<file path="src/rtl/kp_scan_display.sv">
// Matrix keypad scanner/debouncer feeding a BCD shift register and a multiplexed 7-segment display.
// Optional build macro KP_AUTOREPEAT_EN adds auto-repeat for held digit keys.
module kp_scan_display #(
  parameter int ROWS         = 4,
  parameter int COLS         = 4,
  parameter int DIGITS       = 3,
  parameter int ROW_HOLD     = 2,
  parameter int DEBOUNCE_CYC = 4,
  parameter int REFRESH_CYC  = 4,
  parameter int REPEAT_CYC   = 250
) (
  input  logic              CLK,
  input  logic              RESET,
  input  logic [COLS-1:0]   K_I,
  output logic [ROWS-1:0]   K_O,
  output logic [6:0]        SEG,
  output logic [DIGITS-1:0] COM,
  output logic              KEY_VALID,
  output logic [3:0]        KEY_CODE
);

  // state    | meaning
  // SCAN     | walk rows, sample each after its hold time
  // DEBOUNCE | row held, waiting for a stable low column
  // ACCEPT   | one cycle: emit key event and apply action
  // WAIT_REL | row held, waiting for a stable release
  typedef enum logic [1:0] {SCAN, DEBOUNCE, ACCEPT, WAIT_REL} state_t;

  // Row hold also covers the two synchroniser stages so every sample belongs to the driven row.
  localparam int HOLD_W = $clog2(ROW_HOLD + 2);
  localparam int DEB_W  = $clog2(DEBOUNCE_CYC + 1);
  localparam int REF_W  = $clog2(REFRESH_CYC + 1);
  localparam int SEL_W  = (DIGITS > 1) ? $clog2(DIGITS) : 1;
  localparam logic [HOLD_W-1:0] HOLD_LOAD = HOLD_W'(ROW_HOLD + 1);
  localparam logic [DEB_W-1:0]  DEB_LOAD  = DEB_W'(DEBOUNCE_CYC - 1);
  localparam logic [REF_W-1:0]  REF_LOAD  = REF_W'(REFRESH_CYC - 1);

  state_t state, state_nxt;
  logic [COLS-1:0] k_s1, k_s2;
  logic [1:0] row, col, low_col, row_inc;
  logic any_low, same_low, fire, repeat_fire, is_digit, is_clr;
  logic [3:0] key_val;
  logic [HOLD_W-1:0] hold_cnt;
  logic [DEB_W-1:0] deb_cnt;
  logic [REF_W-1:0] ref_cnt;
  logic [SEL_W-1:0] dig_sel;
  logic [DIGITS-1:0][3:0] digits;

  always_ff @(posedge CLK or negedge RESET)
    if (!RESET) begin
      k_s1 <= '1;
      k_s2 <= '1;
    end else begin
      k_s1 <= K_I;
      k_s2 <= k_s1;
    end

  always_comb begin
    low_col = '0;
    any_low = 1'b0;
    for (int c = COLS - 1; c >= 0; c--)
      if (!k_s2[c]) begin
        low_col = 2'(c);
        any_low = 1'b1;
      end
  end

  assign same_low = any_low && (low_col == col);
  assign row_inc  = (row == 2'(ROWS - 1)) ? 2'd0 : row + 2'd1;

  always_ff @(posedge CLK or negedge RESET)
    if (!RESET) state <= SCAN;
    else        state <= state_nxt;

  always_comb begin
    state_nxt = state;
    case (state)
      SCAN:     if (hold_cnt == '0 && any_low) state_nxt = DEBOUNCE;
      DEBOUNCE: if (!same_low) state_nxt = SCAN;
                else if (deb_cnt == '0) state_nxt = ACCEPT;
      ACCEPT:   state_nxt = WAIT_REL;
      WAIT_REL: if (!any_low && deb_cnt == '0) state_nxt = SCAN;
      default:  state_nxt = SCAN;
    endcase
  end

  always_ff @(posedge CLK or negedge RESET)
    if (!RESET) begin
      row      <= '0;
      col      <= '0;
      hold_cnt <= '0;
      deb_cnt  <= '0;
    end else begin
      case (state)
        SCAN:
          if (hold_cnt != '0) hold_cnt <= hold_cnt - HOLD_W'(1);
          else if (any_low) begin
            col     <= low_col;
            deb_cnt <= DEB_LOAD;
          end else begin
            row      <= row_inc;
            hold_cnt <= HOLD_LOAD;
          end
        DEBOUNCE:
          if (!same_low) begin
            row      <= row_inc;
            hold_cnt <= HOLD_LOAD;
          end else if (deb_cnt != '0) deb_cnt <= deb_cnt - DEB_W'(1);
        ACCEPT: deb_cnt <= DEB_LOAD;
        WAIT_REL:
          if (any_low) deb_cnt <= DEB_LOAD;
          else if (deb_cnt != '0) deb_cnt <= deb_cnt - DEB_W'(1);
          else begin
            row      <= row_inc;
            hold_cnt <= HOLD_LOAD;
          end
        default: ;
      endcase
    end

  always_comb begin
    key_val  = '0;
    is_digit = 1'b0;
    is_clr   = 1'b0;
    if (row != 2'd3 && col != 2'd3) begin
      key_val  = ({2'b00, row} << 1) + {2'b00, row} + {2'b00, col} + 4'd1;
      is_digit = 1'b1;
    end else if (row == 2'd3 && col == 2'd1) begin
      is_digit = 1'b1;
    end else if (row == 2'd3 && col == 2'd0) begin
      is_clr = 1'b1;
    end
  end

`ifdef KP_AUTOREPEAT_EN
  localparam int REP_W = $clog2(REPEAT_CYC + 1);
  localparam logic [REP_W-1:0] REP_LOAD = REP_W'(REPEAT_CYC - 1);
  logic [REP_W-1:0] rep_cnt;

  always_ff @(posedge CLK or negedge RESET)
    if (!RESET) rep_cnt <= '0;
    else if (state == ACCEPT) rep_cnt <= REP_LOAD;
    else if (state == WAIT_REL) begin
      if (!same_low || rep_cnt == '0) rep_cnt <= REP_LOAD;
      else rep_cnt <= rep_cnt - REP_W'(1);
    end

  assign repeat_fire = (state == WAIT_REL) && same_low && (rep_cnt == '0) && is_digit;
`else
  assign repeat_fire = 1'b0;
`endif

  assign fire = (state == ACCEPT) || repeat_fire;

  always_ff @(posedge CLK or negedge RESET)
    if (!RESET) begin
      KEY_VALID <= 1'b0;
      KEY_CODE  <= '0;
      digits    <= '1;
    end else begin
      KEY_VALID <= fire;
      if (fire) begin
        KEY_CODE <= {row, col};
        if (is_clr) digits <= '1;
        else if (is_digit) begin
          for (int i = DIGITS - 1; i > 0; i--) digits[i] <= digits[i-1];
          digits[0] <= key_val;
        end
      end
    end

  // Display refresh free-runs regardless of keypad activity.
  always_ff @(posedge CLK or negedge RESET)
    if (!RESET) begin
      ref_cnt <= '0;
      dig_sel <= '0;
    end else if (ref_cnt != '0) ref_cnt <= ref_cnt - REF_W'(1);
    else begin
      ref_cnt <= REF_LOAD;
      dig_sel <= (dig_sel == SEL_W'(DIGITS - 1)) ? '0 : dig_sel + SEL_W'(1);
    end

  function automatic logic [6:0] seg_decode(input logic [3:0] d);
    case (d)
      4'd0:    return 7'h3F;
      4'd1:    return 7'h06;
      4'd2:    return 7'h5B;
      4'd3:    return 7'h4F;
      4'd4:    return 7'h66;
      4'd5:    return 7'h6D;
      4'd6:    return 7'h7D;
      4'd7:    return 7'h07;
      4'd8:    return 7'h7F;
      4'd9:    return 7'h6F;
      default: return 7'h00;
    endcase
  endfunction

  assign K_O = ~(ROWS'(1) << row);
  assign COM = ~(DIGITS'(1) << dig_sel);
  assign SEG = seg_decode(digits[dig_sel]);

endmodule

</file>
<file path="config.mk">
export PLATFORM = sky130hd
export DESIGN_NAME = kp_scan_display
export DESIGN_NICKNAME = d
export VERILOG_FILES = /design/src/rtl/kp_scan_display.sv
export SDC_FILE = /design/constraint.sdc
export NUM_CORES = 1
export LEC_CHECK = 0
export CAP_MARGIN = 10
export CORE_MARGIN = 2
export CORE_UTILIZATION = 40
export CTS_BUF_LIST = sky130_fd_sc_hd__clkbuf_4 sky130_fd_sc_hd__clkbuf_8
export CTS_CLUSTER_DIAMETER = 150
export CTS_CLUSTER_SIZE = 10
export DETAILED_ROUTE_END_ITERATION = 7
export GPL_TIMING_DRIVEN = 0
export PLACE_DENSITY_LB_ADDON = 0.2
export SLEW_MARGIN = 20
export SYNTH_ARGS = -nofsm -noshare
export SYNTH_HDL_FRONTEND = slang
export SYNTH_SLANG_ARGS = --single-unit
</file>
<file path="constraint.sdc">
create_clock -name CLK -period 3 [get_ports CLK]
set_input_delay 0.9 -clock CLK [delete_from_list [all_inputs] [get_ports CLK]]
set_output_delay 0.9 -clock CLK [all_outputs]
set_load 0.01 [all_outputs]
</file>
Yosys cells after proc, flatten, opt, wreduce, memory -nomap -nowiden
Memory sizes are Yosys's and may differ from the RTL's.
Cells that the tools add are included.
{ "totals": {"rom_bits": 112, "wordCells": 115, "output_inout_bits": 19, "regBits": 41, "n_memories": 1, "in_bits": 6} }
{ "classes": {"shifts": 2, "magnitude_cmp": 1, "n_mux": 44, "n_addsub": 8, "n_bitwise": 3, "n_reduce_logical": 22, "eq_ne": 20} }
{ "mem_list": {"columns": ["memory", "depth", "width", "rd", "rd_clocked_by_memory_dff", "wr", "line_no", "rtl"], "rows": [
  ["(name not given)", 16, 7, 1, 0, 0, "184", "case (d)"]
]} }
{ "ops": {"columns": ["cell", "n"], "rows": [
  ["2-bit 2-to-1 mux", 20],
  ["12-bit 2-to-1 mux", 2],
  ["2-bit inequality test, second input constant", 11],
  ["3-bit 2-to-1 mux", 6],
  ["2-bit one-hot mux with 3 select lines", 2],
  ["3-bit one-hot mux with 4 select lines", 1],
  ["1-bit 2-to-1 mux", 9],
  ["3-bit AND reduction", 3],
  ["3-bit nonzero test", 3],
  ["4-bit binary-select mux with 2-bit select", 1],
  ["2-bit equality test, second input constant", 4],
  ["4-bit 2-to-1 mux", 2],
  ["2-bit one-hot mux with 4 select lines", 1],
  ["1-bit logical AND", 6],
  ["2-bit zero test", 3],
  ["3-bit inequality test, second input constant", 2],
  ["6-bit AND reduction", 1],
  ["3-bit by 1-bit subtractor with 3-bit output, second input constant", 2],
  ["5-bit AND reduction", 1],
  ["2-bit by 1-bit adder with 2-bit output, second input constant", 2],
  ["3-bit by 2-bit adder with 4-bit output", 1],
  ["4-bit by 1-bit adder with 4-bit output, second input constant", 1],
  ["4-bit by 2-bit adder with 4-bit output", 1],
  ["2-bit by 1-bit equality test with 1-bit output, second input constant", 2],
  ["12 further kinds", 13]
]} }

Logic depth before layout (Yosys ltp)
Gate-level depths: netlist of run 1.
{ "logic_depth": {"ltp_word": 8, "mapped_depth": 9, "ltp_nobuf": 8} }

Worst setup path after synthesis of run 1
OpenSTA, ideal clock, no wires.
{ "synth_timing": {"path_type": "register -> output", "start": "reg dig_sel[0]", "end": "out SEG[0]", "t_arrival_ns": 1.614, "required_time_ns": 2.100, "stages_incl_launch_ff": 10, "slack_ns": 0.486, "n_path_buf": 1, "cell_sequence": "dfrtp_1 -> buf_2 -> mux2i_1 -> nor2_1 -> a21oi_1 -> inv_1 -> ha_1 -> nor2b_1 -> o21ai_1 -> o21ai_1"} }
{ "synth_via": {"elab_chain_len": 3} }
{ "synth_rtl": {"columns": ["element", "line_no", "rtl"], "rows": [
  ["from (decl)", "46", "logic [SEL_W-1:0] dig_sel;"],
  ["from (signal assigned)", "180", "dig_sel <= (dig_sel == SEL_W'(DIGITS - 1)) ? '0 : dig_sel + SEL_W'(1);"],
  ["4-bit binary-select mux with 2-bit select", "201", "assign SEG = seg_decode(digits[dig_sel]);"],
  ["4-bit 2-to-1 mux (implied by the code)", "201", null],
  ["memory read 16 x 7 bit", null, null],
  ["to (decl)", "16", "output logic [6:0] SEG,"]
]} }
Every way passes these cells. The select of a mux whose other input is x is not followed.

Worst setup path in the final report of run 1
{ "layout_timing": {"start": "reg dig_sel[0]", "end": "out SEG[6]"} }
The elaborated chain is that of the path after synthesis.

==> results of run 1 <==
## area by class of cell
type | instances | share of cell area, %
plain buffers | 6 | 1.276
flip-flops and latches | 41 | 36.97
clock inverters | 2 | 1.320
multi-input cells | 162 | 40.05
clock buffers | 6 | 2.905
well taps | 72 | 3.169
inverters | 27 | 3.565
repair buffers | 34 | 10.74
## cells in the final DEF (no fill, tap or decap), drive strengths merged, types with 2 or more instances in the layout
cell type	count
clkdlybuf4s15	2
nor2b	4
a21oi	15
nand4	2
a31oi	3
buf	17
o21ai	25
dfstp	20
clkbuf	11
dfrtp	21
nor3	2
ha	17
or2	2
o31ai	2
clkdlybuf4s50	16
nand3	2
a22o	4
fa	2
nand2	30
a311oi	2
inv	27
o22ai	2
nor2	23
mux2i	7
mux2	5
nand2b	2
## sequential cells by signal, summed over array words and instances, names as in the netlist, named ones only
register,cells
KEY_CODE,4
KEY_VALID,1
col,2
deb_cnt,3
dig_sel,2
digits,12
hold_cnt,2
k_s1,4
k_s2,4
ref_cnt,3
row,2
state,1
## kinds of logic (layout without fill, tap and decap cells)
logic type               count (synthesis)  count (layout)
AO/OA/AOI/OAI                           57              57
adder cells (fa/ha/maj)                 19              19
multiplexers                            12              12
AND/OR/NAND/NOR                         73              73
flip-flops                              41              41
buffers and inverters                   33              75
XOR/XNOR                                 1               1
## worst register-to-register path: stages (launching register included)
cell,delay [ps]
dfrtp_1,460
fa_1,560
ha_1,140
inv_1,40
fa_1,470
o21ai_0,80
a22o_1,180
## layer usage
layer	global-route usage (%)	vias to the layer above	part of all wire, %
met5	0	-	0
met2	23.45	20	45
met1	19.50	813	51
met3	3.507	2	3.5
met4	4.237	0	0.53
li1	-	878	-
## per-stage QoR
| step | TNS [ps] | setup WS [ps] | utilization [%] | cell area [sq um] | hold slack, ps |
|---|---|---|---|---|---|
| 6_report | 0 | 151.9 | 51.31 | 2843 | 358.3 |
| 5_1_grt | 0 | 11.94 | 51.31 | 2843 | 361.3 |
| 4_1_cts | 0 | 39.68 | 50.99 | 2825 | 358.7 |
| 3_5_place_dp | -642.5 | -194.3 | 47.83 | 2650 | 346.8 |
| 3_3_place_gp | -1346 | -195.3 | 47.43 | 2628 | 346.0 |
| 2_1_floorplan | 0 | 486.1 | - | 2297 | 345.2 |
## path summary, 6_finish.rpt
kind | from | slack, ps | cells past startpoint | to
max in group asynchronous | RESET | 1850 | 2 | k_s1[3]
max reg2reg | row[0] | 1010 | 6 | digits[2]
max | dig_sel[0] | 150 | 8 | SEG[6]
min | k_s1[3] | 360 | 0 | k_s2[3]
min in group asynchronous | RESET | 580 | 1 | KEY_CODE[0]
min reg2reg | k_s1[3] | 360 | 0 | k_s2[3]
## repair_timing
item	in CTS	in global routing
setup endpoints to repair	7	7
resized for setup	12	13
pin swaps	1	1
cloned	0	0
buffers inserted	5	4
## where the power goes
group | switching, mW | internal (mW)
Clock | 0.197 | 0.271
Combinational | 0.746 | 0.649
Sequential | 0.136 | 0.772
Total | 1.08 | 1.69
==> metrics.yaml, run 1 <==
synth:
  syn_avg_cell_area_sq_um: 9.734
  yosys.area_share.adder_pct: 11.00
  yosysUniqueCellTypes: 47
  yosysSeqAreaShare_pct: 45.75
  synth_area_leaders: "dfrtp_1, dfstp_2, ha_1"
  syn_nets: 261
  ys_ff_latch: 41
  synth_edf_count: 0
  synth_xor_area_share_pct: 0.3813
  syn_inst: 236
  synth_commonest_cells: "nand2_1, inv_1, nor2_1"
  ys_warn_count: 0
  syn-cell-area_sq_mm: 0.002297
  synthArstFlopShare_pct: 100.0
  yosys_most_used_dff: "dfrtp_1"
  netlist.area_leader.share_pct: 22.88
  synth_top_family_by_area: "compound AO/OA/AOI/OAI gates"
  synth-simple-area-share_pct: 15.14
  synth_compound_area_share_pct: 16.18
  yosysMostFrequentCell: "nand2_1"
  synthMuxAreaShare_pct: 5.828
  yosysTopAreaCell: "dfrtp_1"
floorplanning:
  die_h_um: 79.78
  core_area_sq_mm: 0.005540
  num_rows: 27
  io-pin-count: 25
  dieArea_sq_mm: 0.006365
  die_x_um: 79.78
  start_util_pct: 41.46
sta:
  hold_viol: 0
  finalSetupViolCount: 0
  worst_slew_margin_rel_pct: 42.99
  fin_worst_skew_ps: 9.355
  final_max_slew_viol_count: 0
  max_freq_mhz: 351.1
  tightestPinTransition_ps: 848.7
  rsz0062_at_grt: "false"
  min_period_ps: 2848
  post-route-period-util_pct: 94.94
hold_path:
  min_path_type: "reg -> reg"
run:
  drv_cap: 0
power:
  irDropWorstVdd_uv: 409.2
  p_leak_nw: 1.325
  finalPower_mw: 2.771
  p_per_area_mw_per_mm2: 974.9
routing:
  routedWlPerCell_um: 11.83
  drc: 0
  vias: 1713
  drtAntennaViolNets: 0
  wirelength_um: 4140
  routed_via_density: 4.894
  drt_iter0_markers: 99
  dr.pass1.iters: 4
setup_path:
  slowest_delay_ps: 340
  cp-start-kind: "flop"
  crit_type: "reg -> out"
  worst_setup_path_end_kind: "primary output"
  critPathTopFamily: "buffers and inverters"
  critical_path_arrival_ps: 1950
  cp_num_buf_inv: 3
  cp_slowest_cell: "dfrtp_1"
  path_cells: "buf_6 > mux2i_1 > nor2_1 > a21oi_2 > inv_2 > ha_1 > o22ai_1 > clkdlybuf4s15_1"
  cp_max_fo: 6
  crit_required_ps: 2100
run_status:
  status: "finished, final reports clean"
finish:
  filler_cell_count: 536
  stdcell_count: 350
  drive_above_1_share_pct: 26.26
  diodes: 0
  syn_to_final_growth_pct: 23.75
  multi_input_area_sq_mm: 0.001139
  fin_nets: 302
  seqCellArea_sq_mm: 0.001051
placement:
  dpl.cell_count: 333
  portBuffers: 24
  globalplace.congestion: 0.7776
  post-dp-hpwl_um: 2931
grt:
  overflow: 0
  grt_pass1_wl_um: 7348
  globalRouteTotalUtil_pct: 14.55
  grt_pass1_vias: 1639
  grt_max_degree: 22
  antenna_found_initial: 0
cts:
  ctsHoldBuffers: 0
  worstSkewPairLatency_ps: 290
  cts.path.max_buffers: 2
  cts_buffers: 5
  htree_levels: 2
  cts_sinks: 41
  cts_tree: "done"
  cts_root_buf: "clkbuf_8"
  clkTransAtPathRegs_ps: 80
Note: power is estimated with default switching activity, not from simulation.
==> run 2: changes to the inputs <==
--- a/config.mk
+++ b/config.mk
@@ -5,6 +5,7 @@
 export SDC_FILE = /design/constraint.sdc
 export NUM_CORES = 1
 export LEC_CHECK = 0
+export ABC_CLOCK_PERIOD_IN_PS = 3000
 export CAP_MARGIN = 10
 export CORE_MARGIN = 2
 export CORE_UTILIZATION = 40
==> results of run 2 <==
Final layout, timing and power as in run 1 (identical DEF).
==> run 3: changes to the inputs <==
--- a/config.mk
+++ b/config.mk
@@ -5,6 +5,7 @@
 export SDC_FILE = /design/constraint.sdc
 export NUM_CORES = 1
 export LEC_CHECK = 0
+export ABC_AREA = 1
 export ABC_CLOCK_PERIOD_IN_PS = 3000
 export CAP_MARGIN = 10
 export CORE_MARGIN = 2
==> run 3 against run 2 <==
Against the previous run: fmax barely moved; final area rose by 0.13%; routed wire length fell by 0.48%; clock skew down 1.9 ps; non-clock buffer count decreased by 8; cell count increased by 8.0%; combinational power increased by 8%; largest cell class unchanged.
==> metrics.yaml, run 3 <==
power:
  p_int_mw: 1.726  # +2.0%
  p_per_area_mw_per_mm2: 1025  # +5.2%
  p_sw_mw: 1.193  # +11%
  clock_power_share_pct: 16.2  # -0.7 points
  pwr-share-comb_pct: 51.8  # +1.5 points
  irDropWorstVdd_uv: 395.5  # -3.3%
  finalPower_mw: 2.919  # +5.3%
  pwr-share-seq_pct: 32.0  # -0.8 points
  p_leak_nw: 1.359  # +2.6%
  netSwitchingFraction_pct: 40.88  # +1.9 points
grt:
  globalRouteTotalUtil_pct: 14.58  # +0.032 points
  grt_pass1_wl_um: 7320  # -0.38%
  grt_max_degree: 29  # +32%
  overflow: 0  # unchanged
  grt_pass1_vias: 1650  # +0.67%
  antenna_found_initial: 0  # unchanged
routing:
  wirelength_um: 4120  # -0.48%
  vias: 1781  # +4.0%
  dr.pass1.iters: 4  # unchanged
  routedWlPerCell_um: 10.90  # -7.9%
  drt_iter0_markers: 93  # -6.1%
  drc: 0  # unchanged
  drtAntennaViolNets: 0  # unchanged
  routed_via_density: 4.712  # -3.7%
sta:
  finalSetupViolCount: 0  # unchanged
  hold_viol: 0  # unchanged
  holdWs_ps: 357.9  # -0.4230 ps
  min_period_ps: 2848  # +0.2240 ps
  max_freq_mhz: 351.1  # about the same
  worst_slew_margin_rel_pct: 64.10  # +21 points
  post-route-period-util_pct: 94.94  # about the same
  tightestPinTransition_ps: 535.6  # -313.1 ps
  fin_worst_skew_ps: 7.496  # -1.859 ps
  rsz0062_at_grt: "false"
  final_max_slew_viol_count: 0  # unchanged
hold_path:
  min_path_cells: 0  # unchanged
  worst_hold_startpoint: "k_s1[2]"
  hold_end: "k_s2[2]"
  min_path_type: "reg -> reg"
synth:
  synth_xor_area_share_pct: 1.122  # +0.74 points
  synth_compound_area_share_pct: 13.42  # -2.8 points
  syn-cell-area_sq_mm: 0.002341  # +1.9%
  yosys_most_used_dff: "dfrtp_1"
  synth_area_leaders: "dfrtp_1, dfstp_2, ha_1"
  yosysUniqueCellTypes: 34  # -28%
  synth_commonest_cells: "nand2_1, inv_1, o21ai_0"
  ys_warn_count: 0  # unchanged
  yosys.area_share.adder_pct: 10.80  # -0.21 points
  synth_edf_count: 0  # unchanged
  syn_nets: 295  # +13%
  yosysMostFrequentCell: "nand2_1"
  synth-simple-area-share_pct: 20.31  # +5.2 points
  synth_top_family_by_area: "simple AND/OR/NAND/NOR gates"
  syn_avg_cell_area_sq_um: 8.670  # -11%
  yosysSeqAreaShare_pct: 44.90  # -0.86 points
  synthArstFlopShare_pct: 100.0  # unchanged
  synthMuxAreaShare_pct: 0  # -5.8 points
  ys_ff_latch: 41  # unchanged
  syn_inst: 270  # +14%
  netlist.area_leader.share_pct: 22.45  # -0.43 points
  yosysTopAreaCell: "dfrtp_1"
finish:
  largest_register_ffs: 12  # unchanged
  syn_to_final_growth_pct: 21.59
  layout_common_cells: "nand2_1, inv_1, o21ai_0"
  drive_above_1_share_pct: 22.88  # -3.4 points
  diodes: 0  # unchanged
  layout_commonest_cell: "nand2_1"
  multi_input_area_sq_mm: 0.001104  # -3.1%
  fin_nets: 330  # +9.3%
  stdcell_count: 378  # +8.0%
  seqCellArea_sq_mm: 0.001054  # +0.24%
  regMostFlops: "digits"
  filler_cell_count: 527  # -1.7%
setup_path:
  cp_num_buf_inv: 3  # unchanged
  worst_setup_path_end_kind: "primary output"
  critPathTopFamily: "buffers and inverters"
  reg2reg_to: "digits[2]"
  cp.depth: 11  # +3
  reg2regPathDepth: 7  # +1
  crit_top_cell: "nand2_1"
  cp_max_fo: 5  # -1
  reg2reg_slack_ps: 960  # -50 ps
  cp-start-kind: "flop"
  crit_required_ps: 2100  # about the same
  cp_slowest_cell: "dfrtp_2"
  path_cells: "inv_2 > nand2_4 > nor2_2 > a21oi_2 > o21ai_4 > buf_4 > ha_1 > nand2_1 > nand2_1 > nand2_1 > dlygate4sd2_1"
  slowest_delay_ps: 440  # +100 ps
  critical_path_arrival_ps: 1950  # about the same
  crit_type: "reg -> out"
  worstReg2RegStart: "row[0]"
  worstSetupStartpoint: "dig_sel[1]"
floorplanning:
  core_area_sq_mm: 0.005574  # +0.61%
  die_x_um: 80.50  # +0.90%
  start_util_pct: 42.00  # +0.53 points
  num_rows: 27  # unchanged
  io-pin-count: 25  # unchanged
  dieArea_sq_mm: 0.006480  # +1.8%
  die_h_um: 80.50  # +0.90%
cts:
  cts.path.max_buffers: 2  # unchanged
  cts_buffers: 5  # unchanged
  ctsHoldBuffers: 0  # unchanged
  worstSkewPairLatency_ps: 290  # about the same
  cts_root_buf: "clkbuf_8"
  clkTransAtPathRegs_ps: 80  # about the same
  htree_levels: 2  # unchanged
  cts_sinks: 41  # unchanged
  cts_tree: "done"
placement:
  globalplace.congestion: 0.8163  # +5.0%
  dpl.cell_count: 367  # +10%
  post-dp-hpwl_um: 3014  # +2.8%
  portBuffers: 24  # unchanged
run_status:
  status: "finished, final reports clean"
run:
  drv_cap: 0  # unchanged
==> run 3: cell count changes in the layout (fill, tap and decap cells not counted), moves of 5 or more <==
| cell | delta |
|---|---|
| o21ai_0 | +17 |
| o21ai_1 | -8 |
| nand2_1 | +27 |
| buf_2 | -5 |
| mux2i_1 | -7 |
| buf_4 | -5 |
| a21oi_1 | -6 |
| inv_1 | +17 |
| nand3_1 | +10 |
| nor2_4 | +5 |
==> run 3: through the flow <==
step	area, sq um	TNS (ps)	setup WS [ps]	util, %
after floorplan	2341	0	405.5	-
after global placement	2671	-661.4	-143.9	47.92
after detailed placement	2686	-337.5	-166.1	48.19
after CTS	2839	0	2.575	50.93
after global routing	2846	0	15.26	51.07
final	2846	0	151.7	51.07
==> run 3: cell families (layout without fill, tap and decap cells) <==
logic type                 after synthesis  after routing
and+or+nand+nor                        103            103
AOI/OAI and AO/OA                       52             52
buffers and inverters                   52             88
DFF                                     41             41
adders and majority gates               19             19
xor gates and xnor gates                 3              3
==> run 3: how the worst max path moves through the flow <==
stage                        end  slack, ps
after floorplan           SEG[0]        410
after global placement    SEG[0]       -140
after detailed placement  SEG[0]       -170
after CTS                 SEG[0]          3
after global routing      SEG[6]         20
final                     SEG[6]        150
==> run 3: cell type report <==
class                   instances  area share (%)
flip-flops and latches         41           37.01
plain buffers                   4           1.451
well taps                      72           3.165
clock buffers                   7           3.165
multi-input cells             177           38.77
clock inverters                 1           1.055
repair buffers                 28           9.055
inverters                      48           6.330
==> run 3: power by group through the flow <==
stage               Clock, mW  Combinational (mW)  Sequential [mW]
finish                  0.473                1.51            0.933
global route            0.512                1.75            0.967
CTS                     0.487                1.53            0.933
detailed placement          0                1.55            0.941
global placement            0                1.52            0.937
floorplan                   0                1.05            0.923
==> run 3: metal layers <==
metal	global-route usage, %	up-vias	share of wire (%)
met2	23.25	26	45
li1	-	926	-
met1	18.83	822	50
met4	4.068	0	1.1
met5	0	-	0
met3	4.944	7	4.1
==> run 3: what timing repair did <==
| action | CTS | global route |
|---|---|---|
| endpoints found under the setup margin | 7 | 5 |
| setup buffers | 3 | 0 |
| pin swaps | 3 | 0 |
| resized for setup | 14 | 9 |
